`src/rtl/xcorr_pkg.sv`:
```
// xcorr_pkg: shared definitions for the XNOR pattern correlator.
//   MAX_WIN_LEN  - largest supported window/pattern length.
//   score_width  - bit width needed to hold a count of 0..win_len.
//   fill_t       - fill-counter type, wide enough for any legal WIN_LEN.
package xcorr_pkg;

  localparam int MAX_WIN_LEN = 64;

  function automatic int score_width(input int win_len);
    return $clog2(win_len + 1);
  endfunction

  typedef logic [$clog2(MAX_WIN_LEN + 1)-1:0] fill_t;

endpackage

```
`src/rtl/xnor_popcount.sv`:
```
// xnor_popcount: combinational agreement counter.
// Ports:
//   window  [WIN_LEN-1:0]  current sample window
//   pattern [WIN_LEN-1:0]  reference pattern
//   count   [SCORE_W-1:0]  number of bit positions where window == pattern
module xnor_popcount
  import xcorr_pkg::*;
#(
  parameter int  WIN_LEN = 16,
  localparam int SCORE_W = score_width(WIN_LEN)
) (
  input  logic [WIN_LEN-1:0] window,
  input  logic [WIN_LEN-1:0] pattern,
  output logic [SCORE_W-1:0] count
);

  logic [WIN_LEN-1:0] agree;

  // One XNOR per bit position: 1 where the window agrees with the pattern.
  for (genvar gi = 0; gi < WIN_LEN; gi++) begin : g_xnor
    assign agree[gi] = ~(window[gi] ^ pattern[gi]);
  end

  always_comb begin
    count = '0;
    for (int i = 0; i < WIN_LEN; i++) begin
      count = count + SCORE_W'(agree[i]);
    end
  end

endmodule

```
`src/rtl/xnor_correlator.sv`:
```
// xnor_correlator: bit-serial sync-word / preamble correlator.
// Serial bits shift into a WIN_LEN-bit window (newest at LSB) and are XNORed
// against a loadable reference pattern (MSB = oldest bit). The number of
// agreeing bits is registered as the score; hit flags score >= thresh.
//
// Ports:
//   clk, rst     clock and synchronous active-high reset
//   in_valid     accept in_bit on this edge
//   in_bit       serial data bit
//   pat_load     load pat_value as the new pattern and restart the fill count
//   pat_value    reference pattern
//   thresh       hit threshold, sampled in stage 2
//   window_full  WIN_LEN bits accepted since last reset/pat_load
//   score        registered agreement count
//   score_valid  one-cycle pulse per accepted bit once the window is full
//   hit          score_valid && score >= thresh
//   hit_count    saturating count of hits (only with XCORR_HIT_COUNT_EN)
//
// Optional feature macro: XCORR_HIT_COUNT_EN adds the hit_count port/counter.
//
// Pipeline: stage 1 shifts the window on an accepted bit; stage 2, one edge
// later, scores that window. A bit sampled at edge N yields score/hit at N+1.
module xnor_correlator
  import xcorr_pkg::*;
#(
  parameter int  WIN_LEN   = 16,
  parameter int  HIT_CNT_W = 16,
  localparam int SCORE_W   = score_width(WIN_LEN)
) (
  input  logic                 clk,
  input  logic                 rst,
  input  logic                 in_valid,
  input  logic                 in_bit,
  input  logic                 pat_load,
  input  logic [WIN_LEN-1:0]   pat_value,
  input  logic [SCORE_W-1:0]   thresh,
  output logic                 window_full,
  output logic [SCORE_W-1:0]   score,
  output logic                 score_valid,
  output logic                 hit
`ifdef XCORR_HIT_COUNT_EN
  ,
  output logic [HIT_CNT_W-1:0] hit_count
`endif
);

  localparam fill_t FILL_MAX = fill_t'(WIN_LEN);

  // Elaboration-time guard on the legal parameter range.
  if (WIN_LEN < 2 || WIN_LEN > MAX_WIN_LEN || HIT_CNT_W < 1) begin : g_bad_param
    $error("xnor_correlator: WIN_LEN must be 2..64 and HIT_CNT_W >= 1");
  end

  // Stage 1 state
  logic [WIN_LEN-1:0] window_q, window_d;
  logic [WIN_LEN-1:0] pattern_q, pattern_d;
  fill_t              fill_q, fill_d;
  fill_t              fill_base;
  logic               window_full_q, window_full_d;
  logic               acc_q, acc_d;

  // Stage 2 state
  logic [SCORE_W-1:0] score_q, score_d;
  logic               score_valid_q, score_valid_d;
  logic               hit_q, hit_d;
  logic [SCORE_W-1:0] pop_count;

  xnor_popcount #(
    .WIN_LEN (WIN_LEN)
  ) u_popcount (
    .window  (window_q),
    .pattern (pattern_q),
    .count   (pop_count)
  );

  // Stage 1: window shift, pattern load and saturating fill count.
  always_comb begin
    window_d  = window_q;
    pattern_d = pattern_q;
    acc_d     = in_valid;
    if (in_valid) begin
      window_d = {window_q[WIN_LEN-2:0], in_bit};
    end
    if (pat_load) begin
      pattern_d = pat_value;
    end
    // A same-edge load restarts the count before the new bit is counted,
    // so that bit becomes the first of the new window.
    fill_base = pat_load ? '0 : fill_q;
    fill_d    = fill_base;
    if (in_valid && (fill_base != FILL_MAX)) begin
      fill_d = fill_base + fill_t'(1);
    end
    window_full_d = (fill_d == FILL_MAX);
  end

  // Stage 2: score the window produced by last edge's accept. window_full_q
  // here is the fullness right after that accept. A pattern load discards
  // the in-flight result (score holds, no valid pulse).
  always_comb begin
    score_d       = score_q;
    score_valid_d = acc_q && window_full_q && !pat_load;
    if (acc_q && !pat_load) begin
      score_d = pop_count;
    end
    hit_d = score_valid_d && (pop_count >= thresh);
  end

  always_ff @(posedge clk) begin
    if (rst) begin
      window_q      <= '0;
      pattern_q     <= '0;
      fill_q        <= '0;
      window_full_q <= 1'b0;
      acc_q         <= 1'b0;
      score_q       <= '0;
      score_valid_q <= 1'b0;
      hit_q         <= 1'b0;
    end else begin
      window_q      <= window_d;
      pattern_q     <= pattern_d;
      fill_q        <= fill_d;
      window_full_q <= window_full_d;
      acc_q         <= acc_d;
      score_q       <= score_d;
      score_valid_q <= score_valid_d;
      hit_q         <= hit_d;
    end
  end

  assign window_full = window_full_q;
  assign score       = score_q;
  assign score_valid = score_valid_q;
  assign hit         = hit_q;

`ifdef XCORR_HIT_COUNT_EN
  logic [HIT_CNT_W-1:0] hit_count_q, hit_count_d;

  // Counts in the same edge the hit is registered; saturates at all-ones.
  always_comb begin
    hit_count_d = hit_count_q;
    if (pat_load) begin
      hit_count_d = '0;
    end else if (hit_d && (hit_count_q != {HIT_CNT_W{1'b1}})) begin
      hit_count_d = hit_count_q + HIT_CNT_W'(1);
    end
  end

  always_ff @(posedge clk) begin
    if (rst) begin
      hit_count_q <= '0;
    end else begin
      hit_count_q <= hit_count_d;
    end
  end

  assign hit_count = hit_count_q;
`endif

endmodule

```
`config.mk`:
```
export PLATFORM = sky130hd
export DESIGN_NAME = xnor_correlator
export DESIGN_NICKNAME = d
export VERILOG_FILES = /design/src/rtl/xcorr_pkg.sv /design/src/rtl/xnor_popcount.sv /design/src/rtl/xnor_correlator.sv
export SDC_FILE = /design/constraint.sdc
export NUM_CORES = 1
export LEC_CHECK = 0
export ABC_CLOCK_PERIOD_IN_PS = 5800
export CELL_PAD_IN_SITES_DETAIL_PLACEMENT = 1
export CELL_PAD_IN_SITES_GLOBAL_PLACEMENT = 1
export CORE_MARGIN = 1.5
export CORE_UTILIZATION = 35
export CTS_CLUSTER_SIZE = 16
export DETAILED_ROUTE_END_ITERATION = 6
export GPL_TIMING_DRIVEN = 0
export PLACE_DENSITY_LB_ADDON = 0.1
export SLEW_MARGIN = 25
export SYNTH_ARGS = -nofsm -noshare
export SYNTH_HDL_FRONTEND = slang
export SYNTH_SLANG_ARGS = --single-unit
```
`constraint.sdc`:
```
create_clock -name clk -period 5.8 [get_ports clk]
set_input_delay 1.16 -clock clk [delete_from_list [all_inputs] [get_ports clk]]
set_output_delay 1.16 -clock clk [all_outputs]
set_load 0.02 [all_outputs]
```
# Word level (Yosys, flattened, before mapping)

Index checks and enable logic that the tools add are counted.
Widths: inputs -> output; s select.

Flip-flop bits (word level): 48
Word-level logic and storage cells: 67
Output and inout port bits: 8
Bits of input ports: 26

Add/subtract/negate cells: 16
Muxes and demuxes: 2
Eq/ne operators: 2
Bitwise gates (word level): 32
Reductions and logical operators: 6
$lt $le $gt $ge: 1

Operators with widths:

| kind                | count |
|---|---|
| $add 5x1->5         | 14 |
| $not 1->1           | 16 |
| $xor 1x1->1         | 16 |
| $mux 7              | 2 |
| $add 7x1->7 const B | 1 |
| $eq 7x5->1 const B  | 1 |
| $ne 7x5->1 const B  | 1 |
| $ge 5x5->1          | 1 |
| $logic_and 1x1->1   | 5 |
| $add 1x1->2         | 1 |
| $logic_not 1->1     | 1 |

# Depth between registers and ports, before layout

Depth in word-level cells: 19
Gate-level depth with buffers: 17
Mapped depth without buffers: 17

# Modules after synthesis

From an unflattened synthesis, not the netlist that was laid out.

Cells, all modules: 243
Area, all modules: 2453.6 um^2

Modules (own cells, without submodules):

| module          | times used | sequential area each (um^2) | area each (um^2) | cells each |
|---|---|---|---|---|
| xnor_correlator | 1          | 960.9                       | 1958.1           | 194 |
| xnor_popcount   | 1          | 0.0                         | 495.5            | 49 |

# Least setup slack after synthesis

Ideal clock, no wire load.

Path kind: register to register
Start point: reg window_q[0]
End point: reg hit_q, in the netlist hit
Required time: 5.681 ns
Slack: 1.326 ns
Library setup time: 0.119 ns
Path buffers: 0
Period minus slack after synthesis: 4.474 ns
Cell stages (with the launch flop): 18
Arrival time: 4.355 ns
Cells stage by stage: dfxtp_1 > xnor2_1 > ha_1 > inv_1 > fa_1 > fa_1 > inv_1 > fa_1 > fa_1 > fa_1 > inv_1 > fa_1 > inv_1 > ha_1 > a21oi_1 > nor2b_1 > o21ai_1 > a21oi_1

Word-level cells in the longest chain between the ends: 19

RTL lines:

| element                    | RTL line               | text |
|---|---|---|
| start: declaration         | xnor_correlator.sv:55  | `logic [WIN_LEN-1:0] window_q, window_d;` |
| start signal: assignment   | xnor_correlator.sv:120 | `window_q <= window_d;` |
| $xor 1x1->1                | xnor_popcount.sv:21    | `assign agree[gi] = ~(window[gi] ^ pattern[gi]);` |
| $not 1->1                  | xnor_popcount.sv:21    |  |
| $add 1x1->2                | xnor_popcount.sv:27    | `count = count + SCORE_W'(agree[i]);` |
| $add 5x1->5 (14 in series) | xnor_popcount.sv:27    |  |
| net pop_count[1]           | xnor_correlator.sv:66  | `logic [SCORE_W-1:0] pop_count;` |
| $ge 5x5->1                 | xnor_correlator.sv:106 | `hit_d = score_valid_d && (pop_count >= thresh);` |
| $logic_and 1x1->1          | xnor_correlator.sv:106 |  |
| end signal: assignment     | xnor_correlator.sv:127 | `hit_q <= hit_d;` |
| end: declaration           | xnor_correlator.sv:65  | `logic hit_q, hit_d;` |

The timed path passes the listed nets, and every way through them passes these cells.
A chain may end at the register's enable or synchronous reset.

# Worst setup path in the final report

Ends and elaborated chain as after synthesis.

==> results.sh <==
export IMPL_yosys_area_share_simple_pct=14.99
export IMPL_end_kind="register"
export IMPL_io_pins=34
export IMPL_layout_drive_gt1_share_pct=5.498
export IMPL_die_x_um=86.60
export IMPL_p_leak_nw=1.303
export IMPL_critPathTopFamily="adder cells"
export IMPL_cts_root_buf="clkbuf_8"
export IMPL_cts_resized=0
export IMPL_synthAdderAreaFrac_pct=14.32
export IMPL_hold_slack_ns=0.4578
export IMPL_antenna_found_initial=0
export IMPL_synth_area_um2=2446
export IMPL_grt_pass1_wl_um=8811
export IMPL_cts_sinks=48
export IMPL_ys_warn_count=0
export IMPL_finalHoldViolCount=0
export IMPL_cap_violations=0
export IMPL_dieArea_um2=7500
export IMPL_ys_seq_elements=48
export IMPL_cts_buffers=5
export IMPL_mostFrequentLayoutCells="dfxtp_1, nor2_1, mux2i_1"
export IMPL_crit_chain="xnor2_1 > ha_1 > inv_1 > fa_1 > fa_1 > inv_1 > fa_1 > fa_1 > fa_1 > inv_1 > fa_1 > inv_1 > ha_1 > a21oi_1 > nor2b_1 > o21ai_1 > a21oi_1"
export IMPL_drv_slew=0
export IMPL_fin_util_pct=43.72
export IMPL_grt_overflow=0
export IMPL_grt_max_degree=15
export IMPL_htreeDepth=2
export IMPL_ir_worst_vdd_uv=101.4
export IMPL_path_class="reg2reg"
export IMPL_netlist_instances=252
export IMPL_areaGrowthSynthToFinish_pct=21.43
export IMPL_cp_slowest_cell="fa_1"
export IMPL_final_common_cell="dfxtp_1"
export IMPL_synthXorXnorAreaFrac_pct=7.877
export IMPL_wl_per_cell_um=12.97
export IMPL_ant_nets=0
export IMPL_synth_top_family_by_area="simple AND/OR/NAND/NOR gates"
export IMPL_core_rowCount=30
export IMPL_synth_compound_area_share_pct=5.013
export IMPL_firstDrtPassIters=4
export IMPL_drt_total_wl_um=5018
export IMPL_grtUsageTotal_pct=15.21
export IMPL_syn_area_per_cell_um2=9.707
export IMPL_seq_area_frac_synth_pct=39.28
export IMPL_p_total_mw=0.8696
export IMPL_numPortBuffers=31
export IMPL_status="completed"
export IMPL_grt_pass1_vias=1785
export IMPL_muxShareOfSynthArea_pct=13.50
export IMPL_tightestPinTransition_ns=0.4906
export IMPL_cts_tree="done"
export IMPL_initial_core_util_pct=36.00
export IMPL_reg2reg_slack_ns=1.10
export IMPL_final_setup_viol_count=0
export IMPL_period_needed_ns=4.698
export IMPL_synth_nets=300
export IMPL_clock_latency_ns=0.30
export IMPL_period_share_pct=81.00
export IMPL_crit_fanout=3
export IMPL_slew_headroom_pct=67.29
export IMPL_worstHoldPathType="reg2reg"
export IMPL_worst_path_most_repeated_cell="fa_1"
export IMPL_vias=1762
export IMPL_post_drt_via_cell_ratio=4.553
export IMPL_arrival_ns=4.89
export IMPL_clk_pin_slew_worst_paths_ns=0.08
export IMPL_dp_cells=379
export IMPL_slowest_delay_ns=0.55
export IMPL_drc=0
export IMPL_path_buf_inv=4
export IMPL_dp_hpwl_um=3936
export IMPL_powerDensity_nw_per_um2=292.8
export IMPL_core_um2=6794
export IMPL_startpoint_type="register"
export IMPL_nets=338
export IMPL_cts_hold_buf=0
export IMPL_fmax_ghz=0.2129
export IMPL_fp_dieH_um=86.60
export IMPL_place_congestion=0.7221
export IMPL_final_cells=387
export IMPL_antennaDiodeCount=0
export IMPL_drtIter0Drc=21
export IMPL_cts_setup_buffers=0
export IMPL_synth_cell_type_count=30
export IMPL_finClkSkew_ns=0.006246
export IMPL_tns_ns=0
export IMPL_rsz0062_at_grt="no"
export IMPL_cp_required_ns=5.99
export IMPL_clock_path_buffers=2
## routing by layer
layer  GRT usage, %  share of wire (%)  vias up
met4          3.959                1.1        0
met2          23.93                 47       29
met1          20.88                 49      831
met5              0                  0        -
met3          3.810                3.1        6
li1               -                  -      896
## path summary, 6_finish.rpt
kind	from	endpoint	cells after the start
worst min register to register	score[0]$_SDFFE_PP0P_	score[0]$_SDFFE_PP0P_	2
worst min-delay path	score[0]$_SDFFE_PP0P_	score[0]$_SDFFE_PP0P_	2
worst max-delay path	window_q[0]$_SDFFE_PP0P_	hit$_SDFF_PP0_	17
worst max register to register	window_q[0]$_SDFFE_PP0P_	hit$_SDFF_PP0_	17
## area by class of cell
type / count / area [um^2]
clock inverter: 1 / 7.507
timing repair buffer: 31 / 310.3
multi-input combinational: 173 / 1363
fill: 791 / 3824
clock buffer: 7 / 86.33
tap: 96 / 120.1
buffer: 11 / 47.55
sequential: 48 / 960.9
inverter: 20 / 75.07
## tightest hold or removal path: cells and delay by family, from the launching register on
| family | cells | cell delay, ns |
|---|---|---|
| and+or+nand+nor | 1 | 0.05 |
| DFF | 1 | 0.32 |
| AOI/OAI and AO/OA | 1 | 0.05 |
## sequential cells by signal, summed over array words and instances (netlist names)
name and flops:
acc_q 1, fill_q 7, hit 1, pattern_q 16, score 5, score_valid 1
window_full 1, window_q 16
## cells by family after synthesis
group | Yosys count
simple gates | 76
compound gates | 20
flops | 48
buf+inv | 31
fa+ha+maj | 22
xor+xnor | 22
mux | 33
## report_power, final
part	internal [mW]	switching (mW)	total, mW
clock	0.0970	0.111	0.208
sequential	0.342	0.00894	0.351
combinational	0.152	0.159	0.310
total	0.591	0.279	0.870
## synthesized netlist by cell type, drive strengths merged
cell,count,area share (%)
o2111a,1,0.46
fa,10,8.2
nand4,4,1.0
o211ai,1,0.31
ha,12,6.1
clkbuf,6,0.92
nand2b,5,1.3
nor2,42,6.4
nor3,4,0.82
xnor2,10,3.6
a31oi,1,0.26
nor4b,1,0.97
nand4b,1,0.36
dfxtp,48,39
nand2,11,1.7
nor3b,1,0.31
o21a,1,0.31
a21oi,9,1.8
nand3b,1,0.46
a21o,2,0.61
a211oi,2,0.61
mux2i,33,14
inv,20,3.1
xor2,12,4.3
and3b,1,0.36
o21ai,3,0.61
buf,5,1.0
and3,1,0.26
nor2b,4,1.0
## metrics by stage
| stage | setup slack, ns | instance area (um^2) |
|---|---|---|
| 2_1_floorplan | 1.326 | 2446 |
| 3_3_place_gp | 1.090 | 2877 |
| 3_5_place_dp | 1.091 | 2877 |
| 4_1_cts | 1.052 | 2970 |
| 5_1_grt | 0.7961 | 2970 |
| 6_report | 1.102 | 2970 |
Power figures use the tool's default switching activity.
